--- config.mk ---
export PLATFORM = sky130hd
export DESIGN_NAME = serv_wb_bus_bridge
export DESIGN_NICKNAME = d
export VERILOG_FILES = /design/src/rtl/serv_wb_bus_bridge.sv
export SDC_FILE = /design/constraint.sdc
export NUM_CORES = 1
export LEC_CHECK = 0
export BUFFER_PORTS_ARGS = -buffer_cell sky130_fd_sc_hd__buf_2
export CAP_MARGIN = 20
export CORE_UTILIZATION = 35
export CTS_BUF_LIST = sky130_fd_sc_hd__clkbuf_2
export CTS_CLUSTER_SIZE = 28
export DETAILED_ROUTE_END_ITERATION = 7
export PLACE_DENSITY_LB_ADDON = 0.12
export SYNTH_ARGS = -nofsm -noshare
export SYNTH_HDL_FRONTEND = slang
export SYNTH_SLANG_ARGS = --single-unit
--- constraint.sdc ---
create_clock -name clk -period 4.37 [get_ports clk]
set_input_delay 0.437 -clock clk [delete_from_list [all_inputs] [get_ports clk]]
set_output_delay 0.437 -clock clk [all_outputs]
set_load 0.005 [all_outputs]
--- src/rtl/serv_wb_bus_bridge.sv ---
// rtl/serv_wb_bus_bridge.sv - SERV ibus/dbus to single Wishbone core bus bridge with byte-store RMW
// Optional feature macro: SERV_BUS_TIMEOUT_EN (bus watchdog, sticky timeout_o).
module serv_wb_bus_bridge #(
    parameter int ADDR_WIDTH     = 32,
    parameter int DATA_WIDTH     = 32,
    parameter int TIMEOUT_CYCLES = 1024
) (
    input  logic                    clk,
    input  logic                    rst_n,
    // SERV instruction bus
    input  logic [ADDR_WIDTH-1:0]   ibus_adr_i,
    input  logic                    ibus_cyc_i,
    output logic [DATA_WIDTH-1:0]   ibus_rdt_o,
    output logic                    ibus_ack_o,
    // SERV data bus
    input  logic [ADDR_WIDTH-1:0]   dbus_adr_i,
    input  logic [DATA_WIDTH-1:0]   dbus_dat_i,
    input  logic [DATA_WIDTH/8-1:0] dbus_sel_i,
    input  logic                    dbus_we_i,
    input  logic                    dbus_cyc_i,
    output logic [DATA_WIDTH-1:0]   dbus_rdt_o,
    output logic                    dbus_ack_o,
    // Controller core bus (no byte enables)
    output logic                    core_cyc_o,
    output logic                    core_stb_o,
    output logic                    core_we_o,
    output logic [ADDR_WIDTH-1:0]   core_addr_o,
    output logic [DATA_WIDTH-1:0]   core_data_o,
    input  logic [DATA_WIDTH-1:0]   core_data_i,
    input  logic                    core_ack_i,
    output logic                    timeout_o
);

    localparam int LANES = DATA_WIDTH / 8;

    typedef enum logic [2:0] {
        S_IDLE   = 3'd0,
        S_IFETCH = 3'd1,
        S_DREAD  = 3'd2,
        S_DWRITE = 3'd3,
        S_RMW_RD = 3'd4,
        S_RMW_WR = 3'd5,
        S_COOL   = 3'd6
    } state_t;

    state_t                  r_state;
    logic                    r_cyc;
    logic                    r_we;
    logic [ADDR_WIDTH-1:0]   r_addr;
    logic [DATA_WIDTH-1:0]   r_wdata;
    logic [DATA_WIDTH-1:0]   r_dat;
    logic [LANES-1:0]        r_sel;
    logic [DATA_WIDTH-1:0]   r_ibus_rdt;
    logic                    r_ibus_ack;
    logic [DATA_WIDTH-1:0]   r_dbus_rdt;
    logic                    r_dbus_ack;

    logic                    w_ack;
    logic                    w_tmo;
    logic [DATA_WIDTH-1:0]   w_merged;
    logic                    w_unused;

    // A slave ack only counts while we are actually strobing.
    assign w_ack = r_cyc & core_ack_i;

    // Byte-lane merge of the stored data over the word just read back.
    always_comb begin
        w_merged = core_data_i;
        for (int b = 0; b < LANES; b++) begin
            if (r_sel[b]) begin
                w_merged[8*b +: 8] = r_dat[8*b +: 8];
            end
        end
    end

`ifdef SERV_BUS_TIMEOUT_EN
    localparam int CW = $clog2(TIMEOUT_CYCLES + 1);

    logic [CW-1:0] r_tmo_cnt;
    logic          r_timeout;

    assign w_tmo     = (r_tmo_cnt == CW'(TIMEOUT_CYCLES - 1)) & ~w_ack;
    assign timeout_o = r_timeout;

    // Watchdog counter: cleared on every state change, counts while in a bus state.
    always_ff @(posedge clk or negedge rst_n) begin
        if (!rst_n) begin
            r_tmo_cnt <= '0;
            r_timeout <= 1'b0;
        end else begin
            case (r_state)
                S_IFETCH, S_DREAD, S_DWRITE, S_RMW_RD, S_RMW_WR: begin
                    if (w_ack || w_tmo) begin
                        r_tmo_cnt <= '0;
                    end else begin
                        r_tmo_cnt <= r_tmo_cnt + 1'b1;
                    end
                    if (w_tmo) begin
                        r_timeout <= 1'b1;
                    end
                end
                default: r_tmo_cnt <= '0;
            endcase
        end
    end
`else
    assign w_tmo     = 1'b0;
    assign timeout_o = 1'b0;
`endif

    assign w_unused = &{1'b0, ibus_adr_i[1:0], dbus_adr_i[1:0], (TIMEOUT_CYCLES > 0)};

    // Main bridge FSM: arbitration, bus sequencing, RMW and requester acks.
    always_ff @(posedge clk or negedge rst_n) begin
        if (!rst_n) begin
            r_state    <= S_IDLE;
            r_cyc      <= 1'b0;
            r_we       <= 1'b0;
            r_addr     <= '0;
            r_wdata    <= '0;
            r_dat      <= '0;
            r_sel      <= '0;
            r_ibus_rdt <= '0;
            r_ibus_ack <= 1'b0;
            r_dbus_rdt <= '0;
            r_dbus_ack <= 1'b0;
        end else begin
            r_ibus_ack <= 1'b0;
            r_dbus_ack <= 1'b0;
            case (r_state)
                S_IDLE: begin
                    if (dbus_cyc_i) begin
                        r_addr <= {dbus_adr_i[ADDR_WIDTH-1:2], 2'b00};
                        r_dat  <= dbus_dat_i;
                        r_sel  <= dbus_sel_i;
                        if (!dbus_we_i) begin
                            r_cyc   <= 1'b1;
                            r_we    <= 1'b0;
                            r_wdata <= '0;
                            r_state <= S_DREAD;
                        end else if (&dbus_sel_i) begin
                            r_cyc   <= 1'b1;
                            r_we    <= 1'b1;
                            r_wdata <= dbus_dat_i;
                            r_state <= S_DWRITE;
                        end else if (|dbus_sel_i) begin
                            r_cyc   <= 1'b1;
                            r_we    <= 1'b0;
                            r_wdata <= '0;
                            r_state <= S_RMW_RD;
                        end else begin
                            // Nothing to write: ack without touching the bus.
                            r_dbus_ack <= 1'b1;
                            r_state    <= S_COOL;
                        end
                    end else if (ibus_cyc_i) begin
                        r_addr  <= {ibus_adr_i[ADDR_WIDTH-1:2], 2'b00};
                        r_cyc   <= 1'b1;
                        r_we    <= 1'b0;
                        r_wdata <= '0;
                        r_state <= S_IFETCH;
                    end
                end
                S_IFETCH: begin
                    if (w_ack || w_tmo) begin
                        r_cyc <= 1'b0;
                        if (ibus_cyc_i) begin
                            r_ibus_ack <= 1'b1;
                            r_ibus_rdt <= w_ack ? core_data_i : '0;
                        end
                        r_state <= S_COOL;
                    end
                end
                S_DREAD: begin
                    if (w_ack || w_tmo) begin
                        r_cyc <= 1'b0;
                        if (dbus_cyc_i) begin
                            r_dbus_ack <= 1'b1;
                            r_dbus_rdt <= w_ack ? core_data_i : '0;
                        end
                        r_state <= S_COOL;
                    end
                end
                S_DWRITE: begin
                    if (w_ack || w_tmo) begin
                        r_cyc <= 1'b0;
                        r_we  <= 1'b0;
                        if (dbus_cyc_i) begin
                            r_dbus_ack <= 1'b1;
                            if (w_tmo) begin
                                r_dbus_rdt <= '0;
                            end
                        end
                        r_state <= S_COOL;
                    end
                end
                S_RMW_RD: begin
                    if (w_ack) begin
                        // Drop strobe for one cycle, then write the merged word.
                        r_cyc   <= 1'b0;
                        r_wdata <= w_merged;
                        r_state <= S_RMW_WR;
                    end else if (w_tmo) begin
                        r_cyc <= 1'b0;
                        if (dbus_cyc_i) begin
                            r_dbus_ack <= 1'b1;
                            r_dbus_rdt <= '0;
                        end
                        r_state <= S_COOL;
                    end
                end
                S_RMW_WR: begin
                    if (w_ack || w_tmo) begin
                        r_cyc <= 1'b0;
                        r_we  <= 1'b0;
                        if (dbus_cyc_i) begin
                            r_dbus_ack <= 1'b1;
                            if (w_tmo) begin
                                r_dbus_rdt <= '0;
                            end
                        end
                        r_state <= S_COOL;
                    end else if (!r_cyc) begin
                        r_cyc <= 1'b1;
                        r_we  <= 1'b1;
                    end
                end
                S_COOL: begin
                    // Give SERV a cycle to drop cyc after its ack.
                    r_state <= S_IDLE;
                end
                default: begin
                    r_cyc   <= 1'b0;
                    r_we    <= 1'b0;
                    r_state <= S_IDLE;
                end
            endcase
        end
    end

    assign core_cyc_o  = r_cyc;
    assign core_stb_o  = r_cyc;
    assign core_we_o   = r_we;
    assign core_addr_o = r_addr;
    assign core_data_o = r_wdata;
    assign ibus_rdt_o  = r_ibus_rdt;
    assign ibus_ack_o  = r_ibus_ack;
    assign dbus_rdt_o  = r_dbus_rdt;
    assign dbus_ack_o  = r_dbus_ack;

endmodule

==> summary.txt <==
Clock network
  – Clk sinks: ~170
  – Clk buf depth: 2
  – Clk slew on worst S/H paths: roughly 0.24 ns
  – Clk Latency, worst-skew pair: just over 0.7 ns
  – Root Driver: clkbuf_2
  – Num CTS Buffers: 17
  – Post-CTS sizing: 0
  – # Post-CTS Setup Buffers: 0
  – H-tree Lvls: 4
  – CTS tree: built
  – Hold-fix buffers at CTS: around 130

Timing
  – Achievable Freq: ~340 MHz
  – Clock Skew: around 0.033 ns
  – Worst slew margin: a little under two fifths
  – Period utilization: 67.8%
  – Final Hold Viols: 0
  – Final Max Tran Viols: 0
  – Tmin final: approximately 3.0 ns
  – Worst setup margin: 1.41 ns
  – Final Setup Violations: 0
  – Slew @ Worst Pin: 0.942 ns
  – RSZ-0062 raised after global routing: no
  – Aggregate negative setup slack: 0 ns

Finish
  – Synthesis-to-layout area growth: 42.1%
  – Nets: between 1000 and 1500
  – Commonest non-fill, non-tap cell in the layout: buf_2
  – Most frequent cells in the layout: buf_2, dfrtp_1, dlygate4sd3_1
  – Cell area after layout: 0.0107 mm²
  – Fillers: roughly 1900
  – Layout cell share with drive strength beyond 1: between 40% and 50%

Routing
  – Wire per inst: approximately 16 µm
  – Pre-antenna DRT Iters: 4
  – Post-route DRC: 0
  – Via count: 5889
  – WL final: ~20 mm
  – Vias per inst: approximately 4.8
  – First DRT Iteration DRCs: 189
  – Routed Antenna Nets: 0

Worst setup path
  – Crit. Startpoint: r_state[2]
  – Worst path slowest cell: or3b_2
  – Crit path cell chain: or3b_2, or2_0, o2bb2ai_4, buf_12, mux2_4
  – CP Launch Type: register
  – Worst EP required: 4.98 ns
  – Crit path max-delay family: simple AND/OR/NAND/NOR gates
  – CP max stage delay: between 0.8 and 0.9 ns
  – WP buf/inv: 1
  – Worst EP arrival: approximately 3.6 ns
  – R2r setup slk: roughly 1.4 ns
  – R2r startpoint: r_state[2]
  – Critical path class: register to register
  – Worst Setup End Kind: register
  – Critical-path maximum fanout: 34

Worst hold path
  – Min-delay worst type: input port to register
  – Hold Startpoint: core_ack_i

Logic synthesis
  – #FFs+latches synth: roughly 170
  – Yosys cell types: 37
  – Mapped Cells: ~550
  – Seq/Total Area, Yosys: between 50% and 60%
  – Syn. warnings: 0
  – Syn Area/Cell: ~14 µm²
  – Synthesized area: between 0.007 and 0.008 mm²

Global route
  – Overflow after GRT: 0
  – Vias in the first global route: 6335
  – Antenna violations before repair: 1
  – Global-route wire length before repair: about 33 mm
  – Largest net degree at the start of global routing: 88
  – All-Layer GR Usage: 19.2%

Die
  – Site Rows: 53
  – Initial core utilization: between 30% and 40%
  – Total core area: around 0.021 mm²
  – DIE HEIGHT: roughly 150 µm
  – Top Ports: ~270
  – Die X: between 100 and 150 µm
  – Die Area: 0.0221 mm²

Flow run
  – Maximum Capacitance Violations: 0

Run status
  – Status: completed

Place
  – DP Wirelength: 13.4 mm
  – Buffers on Ports: approximately 260
  – Post-DP Area: around 0.009 mm²
  – Gpl congestion: 0.826
  – Pre-CTS setup slack: between 1 and 1.5 ns

Power and ir drop
  – Peak VDD IR: 249 µV
  – Leakage: roughly 0.0055 µW
  – PwrDens: 564 mW/mm²
worst reg2reg max path: cells and delay by family, from the launching register on:
family | cells | cell delay, ns
AO/OA/AOI/OAI | 1 | 0.32
buffers and inverters | 1 | 0.30
multiplexers | 1 | 0.31
AND/OR/NAND/NOR | 2 | 1.26
flip-flops | 1 | 0.68
kinds of logic after synthesis:
family,count (synthesis),synth area share (%)
other,1,0.0497
and+or+nand+nor,62,3.78
muxes,196,29.7
AOI/OAI and AO/OA,81,7.50
buffers and inverters,45,2.87
DFF,169,56.1
report_power, final:
group	internal (µW)	switching (µW)	total, µW	leakage (µW)
logic	1450	1050	2500	0.00317
clock network	215	565	780	0.000128
registers	2270	495	2760	0.00216
total	3930	2120	6040	0.00545
final cells by class:
cell class | instances | area (µm²) | share of cell area (%)
Antenna cell | 2 | 5.00 | 0.0467
Multi-Input combinational cell | 342 | 3140 | 29.3
Clock inverter | 13 | 120 | 1.12
Timing Repair Buffer | 407 | 2760 | 25.8
Inverter | 4 | 15.0 | 0.140
Clock buffer | 19 | 95.1 | 0.888
Tap cell | 275 | 344 | 3.21
Sequential cell | 169 | 4230 | 39.5
per-layer routing:
layer | track usage (%) | up-vias | part of all wire [%]
li1 | - | 2792 | -
met1 | 23.6 | 2899 | 43
met3 | 4.40 | 17 | 5.0
met2 | 33.3 | 181 | 51
met5 | 0 | - | 0
met4 | 5.82 | 0 | 1.2
flip-flops by register name (all words and copies together) (netlist names):
name         count
core_we_o        1
dbus_rdt_o      32
r_sel            4
dbus_ack_o       1
core_addr_o     30
ibus_ack_o       1
ibus_rdt_o      32
r_state          3
r_dat           32
core_cyc_o       1
core_data_o     32
Yosys cell counts, drive strengths merged:
cell type  instances  area (µm²)
buf               22         130
clkbuf            19        71.3
nor4               3        25.0
o221a              1        11.3
a32oi              1        8.76
nand4              1        6.26
nand3              2        10.0
or2                1        6.26
nor4b              2        17.5
a31oi              1        6.26
dfrtp            169        4230
nand2b             1        6.26
a21oi              3        15.0
nand2             40         150
o2bb2ai           33         295
nor3b              1        12.5
o21ai             35         175
o22ai              1        6.26
a41oi              1        8.76
o31ai              1        7.51
and3               2        12.5
a211oi             1        7.51
a22oi              1        7.51
or3b               1        8.76
mux2i             64         641
conb               1        3.75
nor2               8        30.0
o32ai              1        8.76
mux2             132        1600
o211ai             1        7.51
inv                4        15.0
stage by stage:
step | util (%) | instances | hold slack, ns | power [µW]
after floorplan | - | 556 | 0.141 | 4230
after global placement | 43.4 | 1064 | 0.461 | 5130
after detailed placement | 43.4 | 1064 | 0.466 | 5230
after CTS | 50.6 | 1228 | 0.000505 | 6130
after global routing | 50.8 | 1231 | 0.0137 | 6520
final | 50.8 | 1231 | 0.125 | 6040
worst paths after layout:
| kind | end | cells past startpoint |
|---|---|---|
| hold reg to reg | core_addr_o[23] | 2 |
| hold / removal | r_state[1] | 3 |
| setup reg to reg | core_data_o[1] | 5 |
| min in group asynchronous | dbus_rdt_o[26] | 2 |
| max in group asynchronous | core_data_o[1] | 3 |
| setup / recovery | core_data_o[1] | 5 |
Note: power is estimated with default switching activity, not from simulation.
